--- src/rtl/reflet_muldiv_pkg.sv ---
// Shared definitions for the reflet multiply/divide peripheral:
// register offsets, CTRL/STAT bit positions and core state encodings.
package reflet_muldiv_pkg;

  localparam int NUM_REGS = 5;

  localparam logic [2:0] REG_CTRL   = 3'd0;
  localparam logic [2:0] REG_OPA    = 3'd1;
  localparam logic [2:0] REG_OPB    = 3'd2;
  localparam logic [2:0] REG_RES_LO = 3'd3;
  localparam logic [2:0] REG_RES_HI = 3'd4;

  localparam int CTRL_START  = 0;
  localparam int CTRL_OP     = 1;
  localparam int CTRL_IRQ_EN = 2;

  localparam int STAT_BUSY   = 0;
  localparam int STAT_OP     = 1;
  localparam int STAT_IRQ_EN = 2;
  localparam int STAT_DONE   = 3;
  localparam int STAT_DBZ    = 4;

  typedef enum logic {
    IDLE = 1'b0,
    RUN  = 1'b1
  } core_state_t;

  typedef enum logic {
    OP_MUL = 1'b0,
    OP_DIV = 1'b1
  } op_t;

endpackage

--- src/rtl/reflet_muldiv_if.sv ---
// Reflet system-bus slice seen by the muldiv peripheral: CPU drives the
// select/address/write side, the peripheral returns read data and its irq.
interface reflet_muldiv_if #(
  parameter int wordsize       = 16,
  parameter int base_addr_size = 15
);

  logic                      enable;
  logic [base_addr_size-1:0] addr;
  logic [wordsize-1:0]       data_in;
  logic                      write_en;
  logic [wordsize-1:0]       data_out;
  logic                      irq;

  modport master (
    output enable, addr, data_in, write_en,
    input  data_out, irq
  );

  modport slave (
    input  enable, addr, data_in, write_en,
    output data_out, irq
  );

endinterface

--- src/rtl/reflet_muldiv_core.sv ---
// Iterative unsigned shift-add multiplier / restoring divider, one step per
// cycle; lo/hi carry the final result during the cycle done_pulse is high.
module reflet_muldiv_core
  import reflet_muldiv_pkg::*;
#(
  parameter int wordsize = 16
) (
  input  logic                clk,
  input  logic                reset,
  input  logic                load,
  input  op_t                 op,
  input  logic [wordsize-1:0] a,
  input  logic [wordsize-1:0] b,
  output logic                busy,
  output logic                done_pulse,
  output logic                dbz,
  output logic [wordsize-1:0] lo,
  output logic [wordsize-1:0] hi
);

  localparam int              CW   = $clog2(wordsize);
  localparam logic [CW-1:0]   LAST = CW'(wordsize - 1);

  core_state_t         state_q;
  op_t                 op_q;
  logic [CW-1:0]       count_q;
  logic [wordsize-1:0] hi_q;
  logic [wordsize-1:0] lo_q;
  logic [wordsize-1:0] b_q;

  logic [wordsize:0]   mul_sum;
  logic [wordsize:0]   div_shift;
  logic [wordsize-1:0] div_diff;
  logic                div_ge;
  logic [wordsize-1:0] hi_nxt;
  logic [wordsize-1:0] lo_nxt;
  logic                accept;
  logic                last;

  // Division by zero never enters RUN; it completes in the load cycle itself.
  assign dbz        = load && (state_q == IDLE) && (op == OP_DIV) && (b == '0);
  assign accept     = load && (state_q == IDLE) && !dbz;
  assign last       = (state_q == RUN) && (count_q == LAST);
  assign busy       = (state_q == RUN);
  assign done_pulse = last || dbz;

  always_comb begin
    mul_sum   = {1'b0, hi_q} + (lo_q[0] ? {1'b0, b_q} : '0);
    div_shift = {hi_q, lo_q[wordsize-1]};
    div_ge    = (div_shift >= {1'b0, b_q});
    div_diff  = div_shift[wordsize-1:0] - b_q;
    if (op_q == OP_MUL) begin
      hi_nxt = mul_sum[wordsize:1];
      lo_nxt = {mul_sum[0], lo_q[wordsize-1:1]};
    end else begin
      hi_nxt = div_ge ? div_diff : div_shift[wordsize-1:0];
      lo_nxt = {lo_q[wordsize-2:0], div_ge};
    end
  end

  assign lo = dbz ? '1 : lo_nxt;
  assign hi = dbz ? a  : hi_nxt;

  // hi_q holds the running partial product / remainder, lo_q the multiplier
  // being consumed or the dividend turning into the quotient.
  always_ff @(posedge clk or negedge reset) begin
    if (!reset) begin
      state_q <= IDLE;
      op_q    <= OP_MUL;
      count_q <= '0;
      hi_q    <= '0;
      lo_q    <= '0;
      b_q     <= '0;
    end else begin
      case (state_q)
        IDLE: begin
          if (accept) begin
            state_q <= RUN;
            op_q    <= op;
            count_q <= '0;
            hi_q    <= '0;
            lo_q    <= a;
            b_q     <= b;
          end
        end
        RUN: begin
          hi_q    <= hi_nxt;
          lo_q    <= lo_nxt;
          count_q <= count_q + CW'(1);
          if (last) begin
            state_q <= IDLE;
          end
        end
        default: state_q <= IDLE;
      endcase
    end
  end

endmodule

--- src/rtl/reflet_muldiv_periph.sv ---
// Memory-mapped muldiv responder: address decode, software-visible registers
// and the read mux; data_out is zero whenever the block is not addressed.
module reflet_muldiv_periph
  import reflet_muldiv_pkg::*;
#(
  parameter int                        wordsize       = 16,
  parameter int                        base_addr_size = 15,
  parameter logic [base_addr_size-1:0] base_addr      = 15'h7F20
) (
  input  logic                 clk,
  input  logic                 reset,
  reflet_muldiv_if.slave       bus
);

  localparam logic [base_addr_size:0] BASE_EXT = {1'b0, base_addr};
  localparam logic [base_addr_size:0] END_EXT  = BASE_EXT + (base_addr_size + 1)'(NUM_REGS);

  logic [base_addr_size:0] addr_ext;
  logic [2:0]              offset;
  logic                    sel;
  logic                    wr;
  logic                    ctrl_wr;
  logic                    start;

  logic [wordsize-1:0] opa;
  logic [wordsize-1:0] opb;
  logic [wordsize-1:0] res_lo;
  logic [wordsize-1:0] res_hi;
  op_t                 op_q;
  logic                irq_en_q;
  logic                done_q;
  logic                dbz_q;

  logic                core_busy;
  logic                core_done;
  logic                core_dbz;
  logic [wordsize-1:0] core_lo;
  logic [wordsize-1:0] core_hi;

  logic [wordsize-1:0] stat;
  logic [wordsize-1:0] rdata;

  // The compare is done one bit wider so a window at the top of the address
  // space cannot wrap.
  assign addr_ext = {1'b0, bus.addr};
  assign sel      = bus.enable && (addr_ext >= BASE_EXT) && (addr_ext < END_EXT);
  assign offset   = 3'(bus.addr - base_addr);
  assign wr       = sel && bus.write_en;
  assign ctrl_wr  = wr && (offset == REG_CTRL) && !core_busy;
  assign start    = ctrl_wr && bus.data_in[CTRL_START];

  reflet_muldiv_core #(
    .wordsize(wordsize)
  ) u_core (
    .clk       (clk),
    .reset     (reset),
    .load      (start),
    .op        (op_t'(bus.data_in[CTRL_OP])),
    .a         (opa),
    .b         (opb),
    .busy      (core_busy),
    .done_pulse(core_done),
    .dbz       (core_dbz),
    .lo        (core_lo),
    .hi        (core_hi)
  );

  // Completion is applied after the CTRL write so a division by zero started
  // by that same write still leaves done and dbz set.
  always_ff @(posedge clk or negedge reset) begin
    if (!reset) begin
      opa      <= '0;
      opb      <= '0;
      res_lo   <= '0;
      res_hi   <= '0;
      op_q     <= OP_MUL;
      irq_en_q <= 1'b0;
      done_q   <= 1'b0;
      dbz_q    <= 1'b0;
    end else begin
      if (wr && !core_busy) begin
        case (offset)
          REG_OPA: opa <= bus.data_in;
          REG_OPB: opb <= bus.data_in;
          REG_CTRL: begin
            op_q     <= op_t'(bus.data_in[CTRL_OP]);
            irq_en_q <= bus.data_in[CTRL_IRQ_EN];
            done_q   <= 1'b0;
            dbz_q    <= 1'b0;
          end
          default: ;
        endcase
      end
      if (core_done) begin
        res_lo <= core_lo;
        res_hi <= core_hi;
        done_q <= 1'b1;
        dbz_q  <= core_dbz;
      end
    end
  end

  always_comb begin
    stat              = '0;
    stat[STAT_BUSY]   = core_busy;
    stat[STAT_OP]     = (op_q == OP_DIV);
    stat[STAT_IRQ_EN] = irq_en_q;
    stat[STAT_DONE]   = done_q;
    stat[STAT_DBZ]    = dbz_q;
    rdata             = '0;
    if (sel) begin
      case (offset)
        REG_CTRL:   rdata = stat;
        REG_OPA:    rdata = opa;
        REG_OPB:    rdata = opb;
        REG_RES_LO: rdata = res_lo;
        REG_RES_HI: rdata = res_hi;
        default:    rdata = '0;
      endcase
    end
  end

  assign bus.data_out = rdata;
  assign bus.irq      = done_q & irq_en_q;

endmodule

--- src/flat_wrapper.sv ---
// flat-port wrapper written by rule: the top's interface ports become plain ports
module reflet_muldiv_periph_flat import reflet_muldiv_pkg::*;
#(
  parameter int                        wordsize       = 16,
  parameter int                        base_addr_size = 15,
  parameter logic [base_addr_size-1:0] base_addr      = 15'h7F20
)
  (clk, reset, bus_enable, bus_addr, bus_data_in, bus_write_en, bus_data_out, bus_irq);
  reflet_muldiv_if #(.wordsize(wordsize), .base_addr_size(base_addr_size)) bus_i ();
  input  logic clk;
  input  logic reset;
  input wire logic [$bits(bus_i.enable)-1:0] bus_enable;
  input wire logic [$bits(bus_i.addr)-1:0] bus_addr;
  input wire logic [$bits(bus_i.data_in)-1:0] bus_data_in;
  input wire logic [$bits(bus_i.write_en)-1:0] bus_write_en;
  output wire logic [$bits(bus_i.data_out)-1:0] bus_data_out;
  output wire logic [$bits(bus_i.irq)-1:0] bus_irq;
  assign bus_i.enable = bus_enable;
  assign bus_i.addr = bus_addr;
  assign bus_i.data_in = bus_data_in;
  assign bus_i.write_en = bus_write_en;
  assign bus_data_out = bus_i.data_out;
  assign bus_irq = bus_i.irq;
  reflet_muldiv_periph #(.wordsize(wordsize), .base_addr_size(base_addr_size), .base_addr(base_addr)) u_core (.clk(clk), .reset(reset), .bus(bus_i));
endmodule
--- config.mk ---
export PLATFORM = sky130hd
export DESIGN_NAME = reflet_muldiv_periph_flat
export DESIGN_NICKNAME = d
export VERILOG_FILES = /design/src/rtl/reflet_muldiv_pkg.sv /design/src/rtl/reflet_muldiv_if.sv /design/src/rtl/reflet_muldiv_core.sv /design/src/rtl/reflet_muldiv_periph.sv /design/src/flat_wrapper.sv
export SDC_FILE = /design/constraint.sdc
export NUM_CORES = 1
export LEC_CHECK = 0
export ABC_AREA = 1
export BUFFER_PORTS_ARGS = -buffer_cell sky130_fd_sc_hd__clkbuf_2
export CAP_MARGIN = 40
export CORE_ASPECT_RATIO = 0.6
export CORE_MARGIN = 2
export CORE_UTILIZATION = 67
export CTS_CLUSTER_SIZE = 12
export DETAILED_ROUTE_END_ITERATION = 8
export PLACE_DENSITY = 0.95
export SYNTH_ARGS = -nofsm -noshare
export SYNTH_HDL_FRONTEND = slang
export SYNTH_SLANG_ARGS = --single-unit
--- constraint.sdc ---
create_clock -name clk -period 7.2 [get_ports clk]
set_clock_uncertainty 0.15 [all_clocks]
set_input_delay 0 -clock clk [delete_from_list [all_inputs] [get_ports clk]]
set_output_delay 0 -clock clk [all_outputs]
set_load 0.05 [all_outputs]
==> results.yml <==
floorplanning:
  initial_core_util_pct: 68.3
  dieWidth_um: 147
  floorplan.core_area_um2: 12000
  placement_rows: 31
  floorplan.io_pins: 52
  floorplan.die.height_um: 89.6
  die_footprint_um2: 13100
sta:
  setup_tns_ps: 0
  fin_ws_ps: 4160
  slew_headroom_pct: 35.6
  whs_ps: -14.5
  finalMaxSlewViolations: 0
  fmaxAchievable_ghz: 0.329
  final_critical_period_ps: 3040
  finalHoldViolCount: 11
  setup_violations: 0
  unrepaired_setup_endpoints_after_global_routing: "no"
  final.period_utilization_pct: 42.2
  tightest_slew_ps: 963
clocking:
  cts.repair.resized: 0
  clock_tree.root_cell: "sky130_fd_sc_hd__clkbuf_16"
  cts.htree.levels: 4
  cts_inserted_buffers: 17
  cts_num_sinks: 122
  clk_latency_ps: 430
  post_cts.repair.setup_buffers: 0
  ctsLongestPathBuffers: 2
  cts.clk_slew.worst_paths_ps: 60
  hold_buffer_count_at_cts: 18
  cts_tree: "built"
routing:
  route.vias.total: 8827
  wl_per_cell_um: 20.5
  ant_nets: 0
  post-route-drc-count: 0
  vias_per_cell: 6.43
  drt_iter0_drc: 1233
  detail_route.wirelength_mm: 28.1
  drt-pass1-iter-count: 7
finish:
  final_net_count: 1264
  final_core_util_pct: 77.0
  area_growth_syn_to_layout_pct: 12.7
  instances_no_fill: 1373
  drive_above_1_share_pct: 9.44
  fin_area_um2: 9230
  regArea_um2: 3050
  multiInputGateArea_um2: 4190
  number_of_filler_instances_in_the_final_layout: 821
synthesis:
  synthesis.area_per_instance_um2: 7.11
  ys.warnings.count: 0
  syn-num-nets: 1222
  most_frequently_used_flop_master_after_synthesis: "sky130_fd_sc_hd__dfrtp_1"
  synth_largest_type_area_fraction_pct: 37.3
  synth_seq_cells: 122
  synth_enable_flop_cells: 0
  post_synth_most_frequent_cells: "sky130_fd_sc_hd__nand2_1 (327), sky130_fd_sc_hd__inv_1 (172), sky130_fd_sc_hd__nand3_1 (138)"
  post_synth_instance_area_um2: 8190
  netlist_top_cells_area: "sky130_fd_sc_hd__dfrtp_1 (37%), sky130_fd_sc_hd__nand2_1 (15%), sky130_fd_sc_hd__nand3_1 (8.4%)"
  fraction_of_the_yosys_area_taken_by_sequential_cells_pct: 37.3
  yosysTopAreaCell: "sky130_fd_sc_hd__dfrtp_1"
  ys_async_sr_fraction_pct: 100
  synth_cell_type_count: 43
  yosysMostFrequentCell: "sky130_fd_sc_hd__nand2_1"
  netlist_instances: 1152
placed_design:
  detailed_place_hpwl_mm: 19.0
  routabilityCongestion: 1.03
  place.detailed.instances: 1322
  port_buffers: 51
  place_area_um2: 8460
  placement.setup.worst_slack_ps: 4270
grt:
  global_route.usage.total_pct: 43.0
  grt_pass1_wl_mm: 42.8
  global_route.overflow_total: 0
  antenna_found_initial: 1
  maximum_number_of_pins_on_one_net_before_global_route_repair: 71
  grt_pass1_vias: 7866
pwr:
  p_total_mw: 1.61
  vdd_drop_max_mv: 0.174
  power_leakage_nw: 4.52
  power-per-cell-area_nw_per_um2: 174
setup_path:
  crit_path_capture_type: "register"
  crit_chain: "nand3_1 -> nor2_2 -> buf_4 -> inv_1 -> nand3_1 -> o21ai_1 -> inv_1 -> nand2_1"
  required_ps: 7360
  reg2regPathDepth: 8
  critical_path.slowest_cell: "sky130_fd_sc_hd__dfrtp_1"
  cp-start-kind: "register"
  data_arrival_critical_path_ps: 3200
  critPathTopFamily: "buffers and inverters"
  critical_path.n_buffers_inverters: 3
  crit_fanout: 33
  worst-setup-path-type: "register to register"
  cp.depth: 8
  critical-path-max-stage-delay_ps: 900
status:
  status: "complete, but fails checks"
  violations: "hold timing"
hold_path:
  hold_path.class: "primary input to async pin"
run:
  cap_violations: 0
==> kinds of logic (layout without fill, tap and decap cells) <==
kind of cell / count (synthesis) / in the layout / share of synthesized area [%]
compound gates: 177 / 177 / 12.2
other cells: 0 / 1 / 0
mux: 8 / 8 / 0.978
flops: 122 / 122 / 37.3
buf+inv: 229 / 284 / 11.5
xor+xnor: 7 / 7 / 0.749
fa+ha+maj: 35 / 35 / 5.53
simple gates: 574 / 574 / 31.8
==> layout by cell type (no fill, tap or decap), types with 7 or more instances in the layout <==
master	n
sky130_fd_sc_hd__o21ai_1	29
sky130_fd_sc_hd__a21oi_1	34
sky130_fd_sc_hd__o21ai_0	77
sky130_fd_sc_hd__nand3_1	138
sky130_fd_sc_hd__nor2_1	33
sky130_fd_sc_hd__clkbuf_16	17
sky130_fd_sc_hd__dfrtp_1	121
sky130_fd_sc_hd__a41oi_1	11
sky130_fd_sc_hd__clkbuf_2	50
sky130_fd_sc_hd__dlygate4sd3_1	18
sky130_fd_sc_hd__or2_2	7
sky130_fd_sc_hd__nand4_1	40
sky130_fd_sc_hd__nor3_1	7
sky130_fd_sc_hd__ha_1	33
sky130_fd_sc_hd__nand2_1	327
sky130_fd_sc_hd__o211ai_1	15
sky130_fd_sc_hd__inv_1	172
sky130_fd_sc_hd__buf_4	7
sky130_fd_sc_hd__mux2i_1	8
==> cell type report <==
class / count / share of cell area [%]
diodes: 1 / 0.0271
clock inverters: 14 / 1.63
repair buffers: 77 / 5.75
clock buffers: 18 / 4.65
inverters: 175 / 7.15
multi-input cells: 801 / 45.5
flip-flops and latches: 122 / 33.1
well taps: 165 / 2.24
==> final timing paths <==
| path | startpoint | end | slack, ps |
|---|---|---|---|
| max in group asynchronous | reset | u_core.u_core.op_q$_DFFE_PN0P_ | 5930 |
| min | reset | u_core.u_core.hi_q[2]$_DFFE_PN0P_ | -10 |
| min in group clk | bus_write_en | u_core.irq_en_q$_DFFE_PN0P_ | 130 |
| max | u_core.u_core.busy$_DFF_PN0_ | u_core.res_hi[11]$_DFFE_PN0P_ | 4160 |
| max reg2reg | u_core.u_core.busy$_DFF_PN0_ | u_core.res_hi[11]$_DFFE_PN0P_ | 4160 |
| min reg2reg | u_core.op_q$_DFFE_PN0P_ | u_core.op_q$_DFFE_PN0P_ | 340 |
==> registers in the layout, indices dropped and copies added (netlist names) <==
signal / flops
u_core.dbz_q: 1
u_core.done_q: 1
u_core.irq_en_q: 1
u_core.op_q: 1
u_core.opa: 16
u_core.opb: 16
u_core.res_hi: 16
u_core.res_lo: 16
u_core.u_core.b_q: 16
u_core.u_core.busy: 1
u_core.u_core.count_q: 4
u_core.u_core.hi_q: 16
u_core.u_core.lo_q: 16
u_core.u_core.op_q: 1
==> power breakdown <==
group / internal, mW / leakage [nW] / switching (mW)
Combinational: 0.0216 / 2.82 / 0.0421
Clock: 0.510 / 0.265 / 0.348
Sequential: 0.686 / 1.43 / 0.000661
Total: 1.22 / 4.52 / 0.391
==> metal layers <==
| metal | wire length [µm] | global-route usage, % | up-vias | share of wire (%) |
|---|---|---|---|---|
| met5 | 0 | 0 | - | 0 |
| met4 | 1010 | 15.2 | 0 | 3.6 |
| met3 | 4670 | 17.9 | 151 | 17 |
| met2 | 11600 | 62.3 | 737 | 41 |
| met1 | 10900 | 58.7 | 4073 | 39 |
| li1 | - | - | 3866 | - |
Note: power is estimated with default switching activity, not from simulation.
